===== config.mk =====
export PLATFORM = sky130hd
export DESIGN_NAME = conv_encoder_param
export DESIGN_NICKNAME = d
export VERILOG_FILES = /design/src/rtl/conv_enc_pkg.sv /design/src/rtl/conv_enc_serializer.sv /design/src/rtl/conv_encoder_param.sv
export SDC_FILE = /design/constraint.sdc
export NUM_CORES = 1
export LEC_CHECK = 0
export ABC_CLOCK_PERIOD_IN_PS = 3690
export BUFFER_PORTS_ARGS = -buffer_cell sky130_fd_sc_hd__buf_2
export CAP_MARGIN = 20
export CORE_UTILIZATION = 50
export CTS_CLUSTER_DIAMETER = 30
export DETAILED_ROUTE_END_ITERATION = 16
export GPL_ROUTABILITY_DRIVEN = 1
export PLACE_DENSITY = 0.69
export SLEW_MARGIN = 10
export SYNTH_ARGS = -nofsm -noshare
export SYNTH_HDL_FRONTEND = slang
export SYNTH_HIERARCHICAL = 1
export SYNTH_SLANG_ARGS = --single-unit

===== constraint.sdc =====
create_clock -name clk -period 3.69 [get_ports clk]
set_input_delay 0.369 -clock clk [delete_from_list [all_inputs] [get_ports clk]]
set_output_delay 0.369 -clock clk [all_outputs]
set_load 0.03 [all_outputs]

===== src/rtl/conv_enc_pkg.sv =====
// Shared types and helpers for the parametrised convolutional encoder.
// Holds the FSM encoding, tap parity function and default code constants.
package conv_enc_pkg;

   typedef enum logic [1:0] {
      S_IDLE,
      S_ACCEPT,
      S_EMIT,
      S_TAIL
   } state_t;

   localparam int KMAX = 9;
   localparam logic [5:0] GEN_DEFAULT = 6'b101_111;

   function automatic logic parity(
      input logic [KMAX-1:0] gen,
      input logic [KMAX-1:0] v
   );
      return ^(gen & v);
   endfunction

endpackage

`ifndef CONV_ENC_CHECK
`define CONV_ENC_CHECK(c, msg) if (!(c)) $error(msg);
`endif


===== src/rtl/conv_enc_serializer.sv =====
// Serialises one N-bit coded word, skipping punctured positions in zero cycles.
// A one-hot pointer walks the set bits of the word's mask under the out handshake.
module conv_enc_serializer #(
   parameter int N = 2
) (
   input  logic         clk,
   input  logic         reset,
   input  logic         load,
   input  logic [N-1:0] word,
   input  logic [N-1:0] msk,
   input  logic         last,
   input  logic         out_ready,
   output logic         out_bit,
   output logic         out_valid,
   output logic         out_last,
   output logic         word_done
);

   logic [N-1:0] w;
   logic [N-1:0] m;
   logic [N-1:0] sel;
   logic [N-1:0] above;
   logic [N-1:0] nxt;
   logic [N-1:0] first;
   logic         vld;
   logic         lst;

   // unmasked positions strictly above the current pointer
   assign above = m & ~(sel | (sel - N'(1)));
   assign nxt   = above & (~above + N'(1));
   assign first = msk & (~msk + N'(1));

   assign out_valid = vld;
   assign out_bit   = vld & |(w & sel);
   assign out_last  = vld & lst & (above == '0);
   assign word_done = vld & out_ready & (above == '0);

   always_ff @(posedge clk or posedge reset) begin
      if (reset) begin
         w   <= '0;
         m   <= '0;
         sel <= '0;
         vld <= 1'b0;
         lst <= 1'b0;
      end else if (load) begin
         w   <= word;
         m   <= msk;
         sel <= first;
         lst <= last;
         vld <= 1'b1;
      end else if (vld && out_ready) begin
         if (above == '0) begin
            vld <= 1'b0;
            lst <= 1'b0;
         end else begin
            sel <= nxt;
         end
      end
   end

endmodule


===== src/rtl/conv_encoder_param.sv =====
// Feed-forward convolutional encoder, K/N generic, with puncturing and zero tail.
// Holds the frame FSM, shift register, puncture phase and tail counter.
module conv_encoder_param
   import conv_enc_pkg::*;
#(
   parameter int               K         = 3,
   parameter int               N         = 2,
   parameter logic [N*K-1:0]   GEN       = GEN_DEFAULT,
   parameter bit               TAIL_EN   = 1'b1,
   parameter int               PUNCT_P   = 1,
   parameter logic [N*PUNCT_P-1:0] PUNCT_MSK = '1
) (
   input  logic clk,
   input  logic reset,
   input  logic in_bit,
   input  logic in_valid,
   input  logic in_last,
   output logic in_ready,
   output logic out_bit,
   output logic out_valid,
   output logic out_last,
   input  logic out_ready,
   output logic busy
);

   `CONV_ENC_CHECK(K >= 2 && K <= KMAX, "K must be 2..9")
   `CONV_ENC_CHECK(N >= 1 && N <= 4, "N must be 1..4")
   `CONV_ENC_CHECK(PUNCT_P >= 1 && PUNCT_P <= 8, "PUNCT_P must be 1..8")

   for (genvar p = 0; p < PUNCT_P; p++) begin : g_col
      `CONV_ENC_CHECK(PUNCT_MSK[p*N +: N] != '0, "empty puncture phase")
   end

   state_t       st;
   state_t       st_nxt;
   logic         armed;
   logic [K-2:0] sreg;
   logic [2:0]   ph;
   logic [3:0]   tcnt;
   logic         lseen;

   logic         accept;
   logic         tail_load;
   logic         frame_end;
   logic         load;
   logic         load_u;
   logic         load_last;
   logic         tail_fin;
   logic         word_done;
   logic [K-1:0] v;
   logic [N-1:0] word;
   logic [N-1:0] msk_col;

   always_comb begin
      st_nxt    = st;
      in_ready  = 1'b0;
      accept    = 1'b0;
      tail_load = 1'b0;
      frame_end = 1'b0;
      unique case (st)
         S_IDLE, S_ACCEPT: begin
            in_ready = armed;
            accept   = in_valid & armed;
            if (accept) st_nxt = S_EMIT;
         end
         S_EMIT: begin
            if (word_done) begin
               // next word may be accepted in the cycle the last bit leaves
               if (!lseen) begin
                  in_ready = 1'b1;
                  accept   = in_valid;
                  st_nxt   = in_valid ? S_EMIT : S_ACCEPT;
               end else if (TAIL_EN) begin
                  tail_load = 1'b1;
                  st_nxt    = S_TAIL;
               end else begin
                  frame_end = 1'b1;
                  st_nxt    = S_IDLE;
               end
            end
         end
         S_TAIL: begin
            if (word_done) begin
               if (tcnt != 4'd0) begin
                  tail_load = 1'b1;
               end else begin
                  frame_end = 1'b1;
                  st_nxt    = S_IDLE;
               end
            end
         end
         default: st_nxt = S_IDLE;
      endcase
   end

   // tcnt counts tail words still to load after the current one
   assign tail_fin  = (st == S_EMIT) ? (K == 2) : (tcnt == 4'd1);
   assign load      = accept | tail_load;
   assign load_u    = accept & in_bit;
   assign load_last = accept ? (in_last & ~TAIL_EN) : tail_fin;
   assign v         = {load_u, sreg};
   assign msk_col   = PUNCT_MSK[int'(ph)*N +: N];
   assign busy      = (st != S_IDLE);

   always_comb begin
      word = '0;
      for (int j = 0; j < N; j++) begin
         word[j] = parity(KMAX'(GEN[j*K +: K]), KMAX'(v));
      end
   end

   always_ff @(posedge clk or posedge reset) begin
      if (reset) st <= S_IDLE;
      else       st <= st_nxt;
   end

   always_ff @(posedge clk or posedge reset) begin
      if (reset) begin
         armed <= 1'b0;
         sreg  <= '0;
         ph    <= '0;
         tcnt  <= '0;
         lseen <= 1'b0;
      end else begin
         armed <= 1'b1;
         if (accept) lseen <= in_last;
         if (load) begin
            sreg <= v[K-1:1];
            ph   <= (ph == 3'(PUNCT_P-1)) ? 3'd0 : ph + 3'd1;
         end
         if (tail_load) begin
            tcnt <= (st == S_EMIT) ? 4'(K-2) : tcnt - 4'd1;
         end
         if (frame_end) begin
            sreg  <= '0;
            ph    <= '0;
            lseen <= 1'b0;
         end
      end
   end

   conv_enc_serializer #(.N(N)) u_ser (
      .clk       (clk),
      .reset     (reset),
      .load      (load),
      .word      (word),
      .msk       (msk_col),
      .last      (load_last),
      .out_ready (out_ready),
      .out_bit   (out_bit),
      .out_valid (out_valid),
      .out_last  (out_last),
      .word_done (word_done)
   );

endmodule


==> results.md, run 1 <==
* Routed vias at 846
* Synth area leaders: dfrtp_1 (43%), ha_1 (5.3%), mux2i_1 (3.4%)
* Cts repair resizes at 0
* Detailed-route wire length at 2.13 mm
* CP arrival at 1.87 ns
* Clock Path Buffers at 2
* Required @ worst endpoint at 3.32 ns
* Row count at 17
* Count of unique library cells instantiated by Yosys at 43
* Worst Hold End: lseen
* Sequential cell area at 500 um2
* Area growth, synth to finish at 9.78%
* CP Class: flip-flop to output pin
* WHS Path Cells at 3
* Max FO, Critical Path at 5
* Yosys warns at 6
* RSZ-0062 raised after global routing: no
* Ant diodes at 0
* Nets at 143
* Via/cell ratio at 5.32
* Max-Cap Viols at 0
* CP Launch Type: flip-flop
* Die H at 50.5 um
* Synth Register Bits at 20
* Post-synth EDFFs at 0
* Cells after Synth at 118
* Antenna-violating nets left at 0
* Ys flop type: dfrtp_1
* CTS tree: built
* FF-to-FF End: u_ser/sel[0]
* Netlist Area Pre-Place at 0.00118 mm2
* CP endpoint kind: output pin
* Postcts setup bufs at 0
* Initial Utilization at 0.532
* Layout cells sized above 1 at 0.252
* Final setup violation count at 0
* Initial antenna violation count at 0
* Syn nets at 129
* Final Power at 0.000769 W
* Yosys top cell by area: dfrtp_1
* Buf+Inv Stages, Crit Path at 1
* Fin crit share at 0.606
* Crit path max-delay family: simple AND/OR/NAND/NOR gates
* Setup_tns at 0 ns
* Final Hold Fails at 0
* All-Layer GR Usage at 0.193
* R2R Path Start: u_ser/sel[1]
* Synth async-reset ratio at 1.00
* Pre-Repair DR Iteration Count at 4
* Total gr overflow at 0
* Clk_skew at 0.00275 ns
* Proportion of synthesized chip area in sequential cells at 0.425
* Top Ports at 11
* Filler cells at 199
* Hold Crit Class: input port to flip-flop
* Clk_lat worst skew at 0.30 ns
* Placed Cells at 154
* Final slew viol count at 0
* Clock slew at reported path FFs at 0.12 ns
* Register-to-Register Setup Slack at 1.79 ns
* Routability cong. at 0.781
* TritonCTS buffer count at 3
* Delay of the slowest cell on the worst path at 0.42 ns
* Critical path depth in cells at 5
* Non-Filler Instances at 159
* P_leak at 0.609 nW
* Dpl ws at 1.80 ns
* Die width at 50.5 um
* Util after Layout at 0.584
* Multi-input logic area at 631 um2
* Largest net degree at the start of global routing at 14
* Post-DR wirelength/cell at 13.4 um
* Hold path start: in_last
* Number of global-route vias before repair at 815
* Worst R2R Path Depth at 7
* Die area at 0.00255 mm2
* Slowest CP cell: dfrtp_1
* Core ar. at 0.00221 mm2
* Outcome: complete, no violations
* F_max at 447 MHz
* Drt first-iter violations at 10
* Commonest non-fill, non-tap cell in the layout: dfrtp_1
* Pwr/cell area at 595 mW/mm2
* Avg Inst Size Synth at 9.98 um2
* Rel. slew slack at 0.661
* Worst-path cell chain: nand3b_4 > and3_2 > and4bb_1 > or2_2 > buf_2
* Worst Max-Slew Pin Slew at 0.508 ns
* Setup WS post-layout at 1.45 ns
* Port Buffers at 10
* Most frequent cells in the layout: dfrtp_1 (20), nand2_1 (10), buf_2 (10)
* First-pass GRT wire length at 3.64 mm
* DP Wirelength at 1.60 mm
* DRC at 0
* Top-area cell type share of the netlist area at 0.425
* Min Tclk post-route at 2.24 ns
* Htree depth at 1
* Root buf cell: clkbuf_4
* CTS Sinks at 20
* Maximum vdd drop at 0.336 mV
[layer usage]
metal	GRT usage	part of all wire	vias to the layer above
met5	0	0	-
met4	0.0694	0.013	0
met3	0.0273	0.015	4
met2	0.298	0.47	8
met1	0.274	0.50	402
li1	-	-	432
[sequential cells by signal, indices dropped and copies added (netlist names)]
signal           count
st                   2
u_ser/m              1
u_ser/w              2
lseen                1
u_ser/out_valid      1
u_ser/lst            1
sreg                 2
tcnt                 4
u_ser/sel            2
ph                   3
armed                1
[per-stage QoR]
| stage | cell area (um2) | hold slack (ns) |
|---|---|---|
| after floorplan | 1180 | 0.172 |
| after global placement | 1250 | 0.311 |
| after detailed placement | 1250 | 0.320 |
| after CTS | 1290 | 0.289 |
| after global routing | 1290 | 0.322 |
| final | 1290 | 0.292 |
[cells in the mapped netlist (2+ instances only)]
master,count
o21ai_0,8
and3_2,3
and2_1,2
dfrtp_1,20
mux2i_1,4
a22oi_1,2
o21ai_2,2
a21boi_0,2
nand2b_1,3
nand2_1,10
or2_2,3
xnor2_1,4
nor2_1,8
mux2_2,3
ha_1,5
nand3_1,2
inv_1,8
a21oi_1,4
[worst reg2reg max path: cells and delay by family, from the launching register on]
family | cells | cell delay [ns]
flip-flops | 1 | 0.42
AO/OA/AOI/OAI | 2 | 0.40
AND/OR/NAND/NOR | 5 | 0.98
[area by class of cell]
type / instances / share of cell area
Clock buffer: 4 / 0.0281
Inverter: 8 / 0.0232
Multi-Input combinational cell: 88 / 0.488
Sequential cell: 20 / 0.387
Tap cell: 28 / 0.0271
Timing Repair Buffer: 11 / 0.0465
[where the power goes]
group	internal (W)	switching, W	total, W
sequential	0.000287	0.0000815	0.000368
clock	0.0000602	0.0000701	0.000130
combinational	0.000133	0.000138	0.000271
total	0.000480	0.000290	0.000769
[timing repair]
action | 4_1_cts | 5_1_grt
setup endpoints to repair | 0 | 0
hold buffers | 1 | 0
endpoints found under the hold margin | 7 | 0
[logic make-up after synthesis]
| logic type | Yosys count | share of synthesized area |
|---|---|---|
| AO/OA/AOI/OAI | 24 | 0.132 |
| XOR/XNOR | 5 | 0.0372 |
| adder cells (fa/ha/maj) | 5 | 0.0531 |
| buffers and inverters | 10 | 0.0393 |
| flip-flops | 20 | 0.425 |
| multiplexers | 7 | 0.0627 |
| other | 1 | 0.00319 |
| AND/OR/NAND/NOR | 46 | 0.248 |
[how the worst max path moves through the flow]
stage,start,end,slack (ns)
after floorplan,u_ser/out_valid,u_ser/m[1],1.78
after global placement,u_ser/sel[1],in_ready,1.82
after detailed placement,u_ser/sel[1],in_ready,1.80
after CTS,u_ser/sel[1],in_ready,1.45
after global routing,u_ser/sel[1],in_ready,1.37
final,u_ser/sel[1],in_ready,1.45
(Power assumes the default switching activity.)
==> run 2: changes to the inputs <==
--- a/config.mk
+++ b/config.mk
@@ -5,7 +5,7 @@
 export SDC_FILE = /design/constraint.sdc
 export NUM_CORES = 1
 export LEC_CHECK = 0
-export ABC_CLOCK_PERIOD_IN_PS = 3690
+export ABC_CLOCK_PERIOD_IN_PS = 2100
 export BUFFER_PORTS_ARGS = -buffer_cell sky130_fd_sc_hd__buf_2
 export CAP_MARGIN = 20
 export CORE_UTILIZATION = 50
==> constraint.sdc (replaced) <==
create_clock -name clk -period 2.1 [get_ports clk]
set_input_delay 0.21 -clock clk [delete_from_list [all_inputs] [get_ports clk]]
set_output_delay 0.21 -clock clk [all_outputs]
set_load 0.03 [all_outputs]
==> run 2 against run 1 <==
Against the previous run: sequential power up 78%; via count up 6.3%; final cell count up 1.3%; final area up 1.8%; setup slack worse by 1.4 ns; global-route usage up 1.9 points; largest cell class unchanged; highest routed layer unchanged.
==> results.md, run 2 (same netlist as run 1, synthesis figures left out) <==
* Layout cells sized above 1 at 0.286
* Die H at 50.5 um
* Worst Max-Slew Pin Slew at 0.505 ns
* Die width at 50.5 um
* Number of flip-flops under the largest register name at 4
* WHS Path Cells at 3
* Pwr/cell area at 1070 mW/mm2
* Worst Hold End: lseen
* CP Class: flip-flop to output pin
* Clk_skew at 0.00355 ns
* Filler cells at 196
* Area growth, synth to finish at 11.8%
* Max-Cap Viols at 0
* Net load switching power at 0.000536 W
* Critical Path Source: u_ser/sel[1]
* Most frequent cells in the layout: dfrtp_1 (18), nand2_1 (10), buf_2 (9)
* Routed vias at 899
* R2R Path Start: tcnt[0]
* Max FO, Critical Path at 5
* Slowest CP cell: dfrtp_1
* Routability cong. at 0.804
* Final Hold Fails at 0
* CTS Sinks at 20
* All-Layer GR Usage at 0.212
* Top Registers: tcnt: 4 flops, ph: 3 flops
* Ant diodes at 0
* Final slew viol count at 0
* P_leak at 0.612 nW
* DP Wirelength at 1.71 mm
* Row count at 17
* TritonCTS buffer count at 3
* Total gr overflow at 0
* Number of global-route vias before repair at 878
* Clock Path Buffers at 2
* Comb pwr share at 0.375
* Hold path start: in_last
* Top Ports at 11
* Initial Utilization at 0.532
* Delay of the slowest cell on the worst path at 0.40 ns
* Required @ worst endpoint at 1.89 ns
* Worst R2R Path Depth at 6
* Fin crit share at 0.967
* Cell internal pwr at 0.000876 W
* Maximum vdd drop at 0.567 mV
* CP endpoint kind: output pin
* Final setup violation count at 0
* First-pass GRT wire length at 3.91 mm
* Clock power share at 0.161
* Root buf cell: clkbuf_4
* Sequential cell area at 503 um2
* Crit path max-delay family: simple AND/OR/NAND/NOR gates
* Antenna-violating nets left at 0
* Outcome: complete, no violations
* RSZ-0062 raised after global routing: no
* Multi-input logic area at 634 um2
* Detailed-route wire length at 2.39 mm
* Port Buffers at 10
* DRC at 0
* CP arrival at 1.82 ns
* Pre-Repair DR Iteration Count at 5
* Worst-path cell chain: nand3b_4 > and3_4 > and4bb_2 > or2_2 > clkbuf_4
* Util after Layout at 0.595
* CTS tree: built
* Clk_lat worst skew at 0.30 ns
* Drt first-iter violations at 23
* Initial antenna violation count at 0
* Min Tclk post-route at 2.03 ns
* Htree depth at 1
* Reg power frac at 0.464
* Buf+Inv Stages, Crit Path at 1
* Via/cell ratio at 5.58
* F_max at 493 MHz
* CP Launch Type: flip-flop
* Nets at 145
* Largest net degree at the start of global routing at 14
* Core ar. at 0.00221 mm2
* FF-to-FF End: u_ser/m[1]
* Switching Fraction at 0.380
* Setup_tns at 0 ns
* Register-to-Register Setup Slack at 0.20 ns
* Post-DR wirelength/cell at 14.8 um
* Rel. slew slack at 0.663
* Hold Crit Class: input port to flip-flop
* Clock slew at reported path FFs at 0.12 ns
* Die area at 0.00255 mm2
* Most flop-heavy register: tcnt
* Commonest non-fill, non-tap cell in the layout: dfrtp_1
==> run 2: cell count changes in the layout (fill, tap and decap cells not counted), sizes merged <==
cell / change
buf: +1
clkbuf: +1
==> run 2: worst register-to-register path, stage by stage (launching register included) <==
cell and delay (ns):
dfrtp_1 0.41, inv_1 0.10, ha_1 0.22, and4bb_2 0.27, or2_4 0.28, nand2_4 0.15, mux2_2 0.37
==> run 2: per-layer routing <==
metal  global-route usage  routed length [um]
met1                0.257                1040
met5                    0                   0
met3               0.0303                  91
met4                0.116                  38
met2                0.360                1220
==> run 2: what timing repair did <==
item	4_1_cts	5_1_grt
gates resized for setup	0	5
hold endpoints to repair	20	0
hold buffers	1	0
endpoints found under the setup margin	1	1
buffers inserted	1	1
==> run 2: layout make-up <==
class                           count  area share
Tap cell                           28      0.0266
Timing Repair Buffer               13      0.0589
Clock buffer                        4      0.0276
Multi-Input combinational cell     88       0.482
Inverter                            8      0.0228
Sequential cell                    20       0.382
==> run 2: how the worst max path moves through the flow <==
stage | to | slack (ns) | depth (start not counted)
4_1_cts | in_ready | 0.02 | 5
3_3_place_gp | u_ser/w[0] | 0.25 | 7
5_1_grt | in_ready | 0.01 | 5
3_5_place_dp | u_ser/m[1] | 0.21 | 6
2_1_floorplan | u_ser/m[1] | 0.19 | 6
6_report | in_ready | 0.07 | 5
==> run 2: power by group through the flow <==
stage	Combinational [W]	Sequential (W)	Clock, W
detailed placement	0.000485	0.000658	0
floorplan	0.000402	0.000619	0
global route	0.000579	0.000670	0.000251
global placement	0.000462	0.000647	0
finish	0.000529	0.000655	0.000227
CTS	0.000512	0.000646	0.000233
==> run 2: per-stage QoR <==
stage	setup slack (ns)	hold WS, ns	instances	power [W]	cell area (um2)
6_report	0.0701	0.148	161	0.00141	1320
5_1_grt	0.0121	0.141	161	0.00150	1320
2_1_floorplan	0.191	0.0134	118	0.00102	1180
3_5_place_dp	0.205	0.165	154	0.00114	1250
3_3_place_gp	0.252	0.151	154	0.00111	1250
4_1_cts	0.0162	0.139	160	0.00139	1300
==> run 3: changes to the inputs <==
--- a/config.mk
+++ b/config.mk
@@ -6,7 +6,7 @@
 export NUM_CORES = 1
 export LEC_CHECK = 0
 export ABC_CLOCK_PERIOD_IN_PS = 2100
-export BUFFER_PORTS_ARGS = -buffer_cell sky130_fd_sc_hd__buf_2
+export BUFFER_PORTS_ARGS = -buffer_cell sky130_fd_sc_hd__clkbuf_2
 export CAP_MARGIN = 20
 export CORE_UTILIZATION = 50
 export CTS_CLUSTER_DIAMETER = 30
==> run 3 against run 2 <==
Against the previous run: maximum frequency increased by 1.5%; hold slack got worse by 0.017 ns; die area unchanged; largest power group unchanged.
==> results.md, run 3 (same netlist as run 1, synthesis figures left out) <==
* Pre-Repair DR Iteration Count at 4
* Switching Fraction at 0.376
* Port Buffers at 10
* Routability cong. at 0.805
* Setup WS post-layout at 0.0993 ns
* Worst R2R Path Depth at 6
* Most frequent cells in the layout: dfrtp_1 (19), nand2_1 (10), clkbuf_2 (9)
* Delay of the slowest cell on the worst path at 0.39 ns
* Min Tclk post-route at 2.00 ns
* Comb pwr share at 0.365
* Slowest CP cell: dfrtp_1
* Placed Area at 0.00125 mm2
* Routed vias at 857
* Final Power at 0.00138 W
* Met1 Usage GRT at 0.244
* Largest net degree at the start of global routing at 14
* Final Hold Fails at 0
* Worst Max-Slew Pin Slew at 0.503 ns
* Post-DR wirelength/cell at 13.9 um
* Detailed-route wire length at 2.22 mm
* Dpl ws at 0.217 ns
* CP endpoint kind: output pin
* Outcome: complete, no violations
* Die area at 0.00255 mm2
* Clk_skew at 0.00811 ns
* Max FO, Critical Path at 5
* Drt first-iter violations at 9
* Via/cell ratio at 5.36
* Fin crit share at 0.953
* WHS Path Cells at 3
* Initial Utilization at 0.532
* CTS Sinks at 20
* Worst-path cell chain: nand3b_4 > and3_4 > and4bb_1 > or2_2 > clkbuf_4
* Initial antenna violation count at 0
* Post-route cell area at 0.00131 mm2
* Hold Crit Class: input port to flip-flop
* DRC at 0
* Met3 Track Usage GR at 0.0455
* Worst Hold End: lseen
* Total gr overflow at 0
* Clock Path Buffers at 2
* Pwr/cell area at 1060 mW/mm2
* Maximum vdd drop at 0.517 mV
* Clock slew at reported path FFs at 0.12 ns
* Cell internal pwr at 0.000862 W
* Row count at 17
* Reg power frac at 0.471
* Required @ worst endpoint at 1.89 ns
* Final slew viol count at 0
* Net load switching power at 0.000520 W
* Commonest non-fill, non-tap cell in the layout: dfrtp_1
* RSZ-0062 raised after global routing: no
* Number of flip-flops under the largest register name at 4
* CP Launch Type: flip-flop
* Met2 Usage GRT at 0.311
* CTS tree: built
* Rel. slew slack at 0.665
* Register-to-Register Setup Slack at 0.23 ns
* Top Registers: tcnt: 4 flops, ph: 3 flops
* All-Layer GR Usage at 0.194
* Clock power share at 0.164
* Clk_lat worst skew at 0.30 ns
* First-pass GRT wire length at 3.66 mm
* P_leak at 0.611 nW
* R2R Path Start: tcnt[0]
* Die H at 50.5 um
* F_max at 500 MHz
* CP arrival at 1.79 ns
* Setup_tns at 0 ns
* Htree depth at 1
* CP Class: flip-flop to output pin
* Ant diodes at 0
* Layout cells sized above 1 at 0.265
* DP Wirelength at 1.68 mm
* FF-to-FF End: u_ser/w[0]
* Final setup violation count at 0
* Worst hold margin at 0.131 ns
* Antenna-violating nets left at 0
* TritonCTS buffer count at 3
* Top Ports at 11
* Number of global-route vias before repair at 853
* Area growth, synth to finish at 11.1%
* Most flop-heavy register: tcnt
* Root buf cell: clkbuf_4
* Nets at 144
* Max-Cap Viols at 0
* Die width at 50.5 um
* Busiest layer in global routing: met2
* Hold path start: in_last
* Core ar. at 0.00221 mm2
==> run 3: cell count changes in the layout (fill, tap and decap cells not counted), sizes merged <==
cell,change
buf,-10
clkbuf,+9
==> run 3: worst max path at each step <==
stage                     slack, ns            start    endpoint
final                           0.1     u_ser/sel[1]    in_ready
after global routing           0.03     u_ser/sel[1]    in_ready
after CTS                    0.0004     u_ser/sel[1]    in_ready
after detailed placement       0.22     u_ser/sel[1]  u_ser/w[0]
after global placement         0.25     u_ser/sel[1]  u_ser/w[0]
after floorplan                0.19  u_ser/out_valid  u_ser/m[1]
==> run 3: per-stage QoR <==
stage | instances | util
after floorplan | 118 | -
after global placement | 154 | 0.563
after detailed placement | 154 | 0.563
after CTS | 159 | 0.584
after global routing | 160 | 0.591
final | 160 | 0.591
==> run 3: critical path, delay by kind of cell (launching register included) <==
family	cells	cell delay [ns]
simple gates	4	0.92
buf+inv	1	0.18
flops	1	0.39
==> run 3: area by class of cell <==
cell class,instances,area [um2]
fill,196,905
multi-input combinational,88,634
timing repair buffer,12,70.1
tap,28,35.0
inverter,8,30.0
clock buffer,4,36.3
sequential,20,502
==> run 3: metal layers <==
metal | up-vias | part of all wire | wire, um
met3 | 2 | 0.024 | 53
li1 | 432 | - | -
met1 | 414 | 0.47 | 1040
met4 | 0 | 0.0072 | 16
met2 | 9 | 0.50 | 1110
met5 | - | 0 | 0
==> run 3: what timing repair did <==
action / CTS / global route
endpoints found under the hold margin: 20 / 0
hold buffers: 1 / 0
setup endpoints to repair: 0 / 1
buffers inserted: 0 / 1
gates resized for setup: 0 / 4
==> run 3: power by group through the flow <==
stage	logic, W	registers, W	clock network, W
after floorplan	0.000402	0.000619	0
after global placement	0.000462	0.000647	0
after detailed placement	0.000483	0.000656	0
after CTS	0.000487	0.000648	0.000234
after global routing	0.000564	0.000664	0.000249
final	0.000505	0.000650	0.000227
